`src/rtl/multicycle_datapath.sv`:
```
// Multicycle ARM datapath: unified memory port, one ALU reused across cycles, register file,
// non-architectural latches (IR, Data, A, WD, ALUOut) and a split-enable NZCV flags register.
module multicycle_datapath #(
    parameter int               WIDTH  = 32,
    parameter logic [WIDTH-1:0] PC_RST = '0
) (
    input  logic             clk,
    input  logic             reset,
    input  logic             PCWrite,
    input  logic             AdrSrc,
    input  logic             IRWrite,
    input  logic [1:0]       RegSrc,
    input  logic             RegWrite,
    input  logic [1:0]       ImmSrc,
    input  logic             ALUSrcA,
    input  logic [1:0]       ALUSrcB,
    input  logic [1:0]       ALUControl,
    input  logic [1:0]       ResultSrc,
    input  logic [1:0]       FlagWrite,
    input  logic [WIDTH-1:0] ReadData,
    output logic [WIDTH-1:0] Adr,
    output logic [WIDTH-1:0] WriteData,
    output logic [31:0]      Instr,
    output logic [3:0]       ALUFlags,
    output logic [3:0]       Flags
);

    logic [WIDTH-1:0] pc, data_r, a_r, wd_r, aluout_r;
    logic [31:0]      ir;
    logic [3:0]       flags_r;
    logic [WIDTH-1:0] rf [0:14];

    logic [3:0]       ra1, ra2, rd_idx;
    logic [WIDTH-1:0] rd1, rd2, pc_plus4;
    logic [WIDTH-1:0] ext_imm, srca, srcb, alu_y, result;
    logic [3:0]       alu_nzcv;

    // Returns {N, Z, C, V, Y}; C and V are only meaningful for add/sub.
    function automatic logic [WIDTH+3:0] alu_eval(input logic [WIDTH-1:0] a,
                                                  input logic [WIDTH-1:0] b,
                                                  input logic [1:0]       ctl);
        logic [WIDTH:0]          s;
        logic signed [WIDTH-1:0] y;
        logic                    c, v;
        s = '0;
        y = '0;
        c = 1'b0;
        v = 1'b0;
        case (ctl)
            2'b00: begin
                s = {1'b0, a} + {1'b0, b};
                y = s[WIDTH-1:0];
                c = s[WIDTH];
                v = (a[WIDTH-1] == b[WIDTH-1]) && (y[WIDTH-1] != a[WIDTH-1]);
            end
            2'b01: begin
                s = {1'b0, a} + {1'b0, ~b} + (WIDTH+1)'(1);
                y = s[WIDTH-1:0];
                c = s[WIDTH];
                v = (a[WIDTH-1] != b[WIDTH-1]) && (y[WIDTH-1] != a[WIDTH-1]);
            end
            2'b10:   y = a & b;
            default: y = a | b;
        endcase
        return {y < 0, y == '0, c, v, y};
    endfunction

    // Operand selection and register read; R15 reads as the already-incremented PC plus 4.
    assign pc_plus4 = pc + WIDTH'(4);
    assign ra1      = RegSrc[0] ? 4'd15 : ir[19:16];
    assign ra2      = RegSrc[1] ? ir[15:12] : ir[3:0];
    assign rd_idx   = ir[15:12];
    assign rd1      = (ra1 == 4'd15) ? pc_plus4 : rf[ra1];
    assign rd2      = (ra2 == 4'd15) ? pc_plus4 : rf[ra2];

    always_comb begin
        ext_imm = '0;
        case (ImmSrc)
            2'b00:   ext_imm = {{(WIDTH-8){1'b0}}, ir[7:0]};
            2'b01:   ext_imm = {{(WIDTH-12){1'b0}}, ir[11:0]};
            2'b10:   ext_imm = {{(WIDTH-26){ir[23]}}, ir[23:0], 2'b00};
            default: ext_imm = '0;
        endcase
    end

    always_comb begin
        srcb = '0;
        case (ALUSrcB)
            2'b00:   srcb = wd_r;
            2'b01:   srcb = ext_imm;
            2'b10:   srcb = WIDTH'(4);
            default: srcb = '0;
        endcase
    end

    assign srca                = ALUSrcA ? pc : a_r;
    assign {alu_nzcv, alu_y}   = alu_eval(srca, srcb, ALUControl);

    always_comb begin
        result = aluout_r;
        case (ResultSrc)
            2'b01:   result = data_r;
            2'b10:   result = alu_y;
            default: result = aluout_r;
        endcase
    end

    // State update: latches reload every cycle, architectural state only when enabled.
    always_ff @(posedge clk or posedge reset) begin
        if (reset) begin
            pc       <= PC_RST;
            ir       <= '0;
            data_r   <= '0;
            a_r      <= '0;
            wd_r     <= '0;
            aluout_r <= '0;
            flags_r  <= '0;
            for (int i = 0; i < 15; i++) rf[i] <= '0;
        end else begin
            data_r   <= ReadData;
            a_r      <= rd1;
            wd_r     <= rd2;
            aluout_r <= alu_y;
            if (PCWrite) pc <= result;
            if (IRWrite) ir <= ReadData[31:0];
            if (RegWrite && rd_idx != 4'd15) rf[rd_idx] <= result;
            if (FlagWrite[1]) flags_r[3:2] <= alu_nzcv[3:2];
            if (FlagWrite[0]) flags_r[1:0] <= alu_nzcv[1:0];
        end
    end

    assign Adr       = AdrSrc ? result : pc;
    assign WriteData = wd_r;
    assign Instr     = ir;
    assign ALUFlags  = alu_nzcv;
    assign Flags     = flags_r;

endmodule

```
`config.mk`:
```
export PLATFORM = sky130hd
export DESIGN_NAME = multicycle_datapath
export DESIGN_NICKNAME = d
export VERILOG_FILES = /design/src/rtl/multicycle_datapath.sv
export SDC_FILE = /design/constraint.sdc
export NUM_CORES = 2
export LEC_CHECK = 0
export BUFFER_PORTS_ARGS = -buffer_cell sky130_fd_sc_hd__buf_2
export CAP_MARGIN = 20
export CORE_ASPECT_RATIO = 1.25
export CORE_MARGIN = 8
export CORE_UTILIZATION = 50
export DETAILED_ROUTE_END_ITERATION = 8
export GPL_TIMING_DRIVEN = 0
export PLACE_DENSITY = 0.67
export SYNTH_ARGS = -nofsm -noshare
export SYNTH_HDL_FRONTEND = slang
export SYNTH_SLANG_ARGS = --single-unit
```
`constraint.sdc`:
```
create_clock -name clk -period 24.4 [get_ports clk]
set_input_delay 1.22 -clock clk [delete_from_list [all_inputs] [get_ports clk]]
set_output_delay 1.22 -clock clk [all_outputs]
set_load 0.02 [all_outputs]
```
==> Yosys cells after proc, flatten, opt, wreduce, memory -nomap -nowiden <==
Index checks and enable logic that the tools add are counted.
{ "totals": {"reg_bits": 676, "in_bits": 51, "out_inout_bits": 104} }
{ "op_classes": {"addsub": 4, "order_cmp": 5, "n_eq_ne": 15, "mux": 21, "n_bitwise": 6, "n_reduce_logical": 8} }
{ "op_table": {"columns": ["cell", "count"], "rows": [
  ["bitwise mux 480 bit", 1],
  ["2-to-1 mux 32 bit", 9],
  ["one-hot mux 32 bit (3 select lines)", 3],
  ["binary-select mux 32 bit (select 4 bit)", 2],
  ["demux 32 bit (select 4 bit)", 1],
  ["adder 32 x 32 -> 33 bit", 2],
  ["one-hot mux 32 bit (2 select lines)", 1],
  ["adder 33 x 1 -> 33 bit, second input constant", 1],
  ["adder 32 x 3 -> 32 bit, second input constant", 1],
  ["AND 32 bit", 1],
  ["logical NOT 32 bit", 1],
  ["< comparator 32 x 1 -> 1 bit, second input constant", 1],
  ["inverter 32 bit", 1],
  ["bitwise OR 32 bit", 1],
  [">= comparator 5 bit, second input constant", 3],
  ["inverter 4 -> 5 bit", 3],
  ["== test 2 x 1 -> 1 bit, second input constant", 4],
  ["== test 2 bit, second input constant", 4],
  ["== test 4 bit, second input constant", 2],
  ["2-to-1 mux 4 bit", 2],
  ["logical NOT 2 bit", 3],
  ["< comparator 5 x 1 -> 1 bit, second input constant", 1],
  ["logical AND 1 bit", 4],
  ["inequality test 4 bit, second input constant", 1],
  ["other kinds (3)", 6]
]} }

==> Logic depth before layout (Yosys ltp) <==
{ "depth": {"ltp_word": 9, "depth_mapped": 21, "ltp_nobuf": 18} }

==> Worst setup path before layout <==
No wires, ideal clock.
{ "synth_timing": {"kind": "input-to-output", "from": "in ALUSrcA", "to": "out ALUFlags[2]", "t_arrival_ns": 5.386, "required_time_ns": 23.180, "path_slack_ns": 17.794, "stages": 18, "n_path_buf": 2, "path_cell_list": "clkbuf_1 -> clkbuf_1 -> mux2_2 -> inv_1 -> ha_1 -> inv_1 -> fa_1 -> nor2b_1 -> o21ai_2 -> nand2_2 -> xnor2_1 -> mux4_2 -> or4_1 -> a2111oi_0 -> nor4b_2 -> nand4b_1 -> nor3_2 -> and3_1"} }
{ "synth_via": {"elab_chain_len": 5, "elab_cells_between_ends": 8, "classes_between": "3 x add/sub; 2 x mux; 2 x bitwise; 1 x reduce/logical"} }
{ "synth_rtl": {"columns": ["element", "line", "rtl"], "rows": [
  ["start, declared", "15", "input logic ALUSrcA,"],
  ["2-to-1 mux 32 bit (*)", "96", "assign srca = ALUSrcA ? pc : a_r;"],
  ["adder 32 x 32 -> 33 bit", "57", "s = {1'b0, a} + {1'b0, ~b} + (WIDTH+1)'(1);"],
  ["adder 33 x 1 -> 33 bit", "57", null],
  ["one-hot mux 32 bit (3 select lines) (*)", "49", "case (ctl)"],
  ["via alu_y[6]", "35", "logic [WIDTH-1:0] ext_imm, srca, srcb, alu_y, result;"],
  ["logical NOT 32 bit (*)", "65", "return {y < 0, y == '0, c, v, y};"],
  ["end, declared", "24", "output logic [3:0] ALUFlags,"]
]} }
The timed path passes the listed nets; every way through them passes the cells marked *.

==> Worst setup path after layout <==
{ "layout_timing": {"from": "reg ir[17] (netlist: Instr[17])", "to": "out Adr[31]"} }
{ "layout_via": {"elab_chain_len": 8, "elab_cells_between_ends": 9, "classes_between": "3 x add/sub; 5 x mux; 1 x bitwise"} }
{ "layout_rtl": {"columns": ["element", "line", "rtl"], "rows": [
  ["start, declared", "29", "logic [31:0] ir;"],
  ["start signal, assigned", "125", "if (IRWrite) ir <= ReadData[31:0];"],
  ["one-hot mux 32 bit (3 select lines) (*)", "78", "case (ImmSrc)"],
  ["one-hot mux 32 bit (3 select lines) (*)", "88", "case (ALUSrcB)"],
  ["inverter 32 bit", "57", null],
  ["adder 32 x 32 -> 33 bit", "57", null],
  ["adder 33 x 1 -> 33 bit", "57", null],
  ["one-hot mux 32 bit (3 select lines) (*)", "49", null],
  ["via alu_y[31]", "35", null],
  ["one-hot mux 32 bit (2 select lines) (*)", "101", "case (ResultSrc)"],
  ["2-to-1 mux 32 bit (*)", "132", "assign Adr = AdrSrc ? result : pc;"],
  ["end, declared", "21", "output logic [WIDTH-1:0] Adr,"]
]} }
Marked as above.

==> flow_summary.yaml <==
grt:
  grt_pass1_vias: 38100
  grt_pass1_wl_um: 285000
  grtUsageTotal: 0.459
  antenna_found_initial: 12
  grt_max_degree: 123
  grt.overflow.total: 0
critical_path:
  cp.required_ns: 23.18
  critical_path.max_fanout: 10
  r2r_cells: 21
  crit_type: "reg2out"
  crit_arrival_ns: 8.84
  crit_path_end_kind: "primary output"
  r2r_setup_slack_ns: 16.24
  startpoint_type: "flop"
cts:
  numCtsBuffers: 74
  clkSinkCount: 676
  cts_setup_buffers: 0
  cts_max_level: 3
  clk_path_buf_depth: 3
  clock-root-buffer: "clkbuf_16"
  clk_latency_ns: 0.69
  clkTransAtPathRegs_ns: 0.06
  cts_hold_buf: 0
  cts_tree: "yes"
  post_cts_resized: 0
route:
  avgRoutedWirePerCell_um: 35.0
  first_pass_iters: 8
  drtAntennaViolNets: 0
  vias: 39400
  routed_wl_um: 205000
  via_per_inst: 6.72
  drc: 0
  initialDrtViolationCount: 5416
layout:
  layout-drive-gt1-share: 0.130
  syn_to_final_growth_pct: 14.1
  nets: 4893
  fin_util: 0.574
sta:
  hold_viol_final: 0
  maxSlewViolCount: 0
  post-route-period-util: 0.412
  rsz0062_at_grt: "no"
  skew_ns: 0.0315
  slew_headroom: 0.109
  hold_slack_ns: 0.502
  layout_min_cycle_time_ns: 10.06
  setup_viol: 0
  worstMarginPinSlew_ns: 1.34
  clock.fmax_mhz: 99.4
synth:
  syn_area_per_cell_um2: 8.84
  ys_top_cells_by_area: "dfrtp_1, nand2_1, mux2i_1"
  yosysTopAreaCellShare: 0.429
  synthCells: 4466
  synth_edf_count: 0
  synth_nets: 4618
  syn_area_um2: 39500
  yosys_warnings: 0
  ys_seq_elements: 676
  ys_types: 87
  synth_ff_type: "dfrtp_1"
  yosysTopAreaCell: "dfrtp_1"
  ys_seq_area_frac: 0.429
  async_reset_ff_frac: 1.00
power:
  powerDensity_nw_per_um2: 115
  leakagePower_nw: 20.2
  vdd_ir_drop_max_uv: 76.5
floorplanning:
  dieArea_um2: 88200
  die_w_um: 267
  coreArea_um2: 78400
  start_util: 0.503
  io_pins: 155
  die_y_um: 330
  std_cell_rows: 115
place:
  gp_congestion: 1.06
  io_buffers: 148
  dp_hpwl_um: 155000
worst_hold_path:
  hold_path_depth: 1
  min_path_type: "reg2reg"
outcome:
  outcome: "completed"
flow_run:
  cap_violations: 0
==> cells in the mapped netlist, types with 10 or more instances <==
library cell,count
nor2_1,124
o221ai_1,46
a22oi_1,32
and3_1,21
o21ai_0,481
a21oi_1,228
buf_2,16
mux2_2,215
o21ai_1,27
nand3_1,240
nand2_1,940
xnor2_1,48
o211ai_1,20
mux4_2,21
a311oi_1,31
nand2b_1,26
a221o_1,13
a211oi_1,22
o21a_1,14
ha_1,99
nor2b_1,33
inv_1,138
a221oi_1,21
nor3_1,54
a31oi_1,28
clkbuf_1,308
nand4_1,28
dfrtp_1,676
mux2i_1,255
o22ai_1,32
a21o_1,10
buf_1,41
o2111ai_1,12
==> cells by family (layout without fill, tap and decap cells) <==
| family | count (synthesis) | after routing | share of synthesized area |
|---|---|---|---|
| simple gates | 1524 | 1524 | 0.167 |
| compound gates | 1108 | 1108 | 0.172 |
| flops | 676 | 676 | 0.429 |
| buf+inv | 510 | 847 | 0.0494 |
| mux | 491 | 491 | 0.138 |
| fa+ha+maj | 101 | 101 | 0.0324 |
| xor+xnor | 56 | 56 | 0.0124 |
| other cells | 0 | 12 | 0 |
==> critical path, stage by stage (launching register included) <==
cell	delay, ns
dfrtp_1	0.41
clkbuf_1	0.47
buf_1	0.72
clkbuf_1	0.78
buf_8	0.25
buf_1	0.53
clkbuf_1	0.44
buf_8	0.24
a22oi_1	0.14
ha_1	0.34
clkbuf_1	0.34
and3b_1	0.30
and3_1	0.19
a31oi_1	0.17
o311a_1	0.43
o211ai_2	0.16
a2111oi_0	0.57
a211oi_2	0.21
a221oi_1	0.33
o21bai_4	0.26
buf_2	0.48
mux2i_1	0.13
buf_2	0.20
==> path summary, 6_finish.rpt <==
check / from / endpoint
max in group asynchronous: reset / rf[220]$_DFFE_PP0P_
worst min-delay path: Flags[3]$_DFFE_PP0P_ / Flags[3]$_DFFE_PP0P_
min in group asynchronous: reset / rf[290]$_DFFE_PP0P_
worst max-delay path: Instr[17]$_DFFE_PP0P_ / Adr[31]
worst max register to register: Instr[17]$_DFFE_PP0P_ / rf[479]$_DFFE_PP0P_
worst min register to register: Flags[3]$_DFFE_PP0P_ / Flags[3]$_DFFE_PP0P_
==> cells in the final DEF, fill, tap and decap left out, drive strengths merged, types with 48 or more instances in the layout <==
master | synthesis | routed
a21oi | 230 | 230
nand2 | 942 | 942
mux2 | 215 | 215
xnor2 | 48 | 48
nand3 | 240 | 240
ha | 99 | 99
nor2 | 124 | 124
nor3 | 56 | 56
dfrtp | 676 | 676
inv | 140 | 148
mux2i | 255 | 255
buf | 61 | 258
clkbuf | 308 | 413
o21ai | 512 | 512
==> power by group <==
group,internal [mW],switching (mW)
clock,0.729,0.520
combinational,0.688,1.32
sequential,1.54,0.365
total,2.95,2.21
==> layer usage <==
| metal | vias up | global-route usage | wire length, um |
|---|---|---|---|
| li1 | 16300 | - | - |
| met4 | 6 | 0.401 | 23100 |
| met5 | - | 0 | 56 |
| met2 | 2974 | 0.704 | 89700 |
| met1 | 19100 | 0.506 | 69200 |
| met3 | 1077 | 0.155 | 23100 |
==> layout make-up <==
cell class / count / area [um2]
antenna: 12 / 30.0
buffer: 369 / 1420
clock buffer: 104 / 2160
clock inverter: 34 / 480
fill: 7318 / 33400
inverter: 141 / 537
multi-input combinational: 3280 / 20600
sequential: 676 / 16900
tap: 1053 / 1320
timing repair buffer: 199 / 1550
==> sequential cells by signal, summed over array words and instances (netlist names) <==
register and count:
Flags 4, Instr 32, WriteData 32, data_r 32
aluout_r 32, a_r 32, rf 480, pc 32
==> through the flow <==
step / cells / total power, mW / worst slack [ns] / setup TNS, ns / instance area, um2
floorplan: 4466 / 3.03 / 4.23 / 0 / 39500
global placement: 5667 / 3.76 / -3.64 / -2364.01 / 41500
detailed placement: 5700 / 3.81 / 14.92 / 0 / 42100
CTS: 5838 / 5.04 / 14.45 / 0 / 44700
global route: 5856 / 5.35 / 14.24 / 0 / 45000
finish: 5868 / 5.16 / 14.34 / 0 / 45000
No activity file was read; power rests on OpenSTA's default activity.
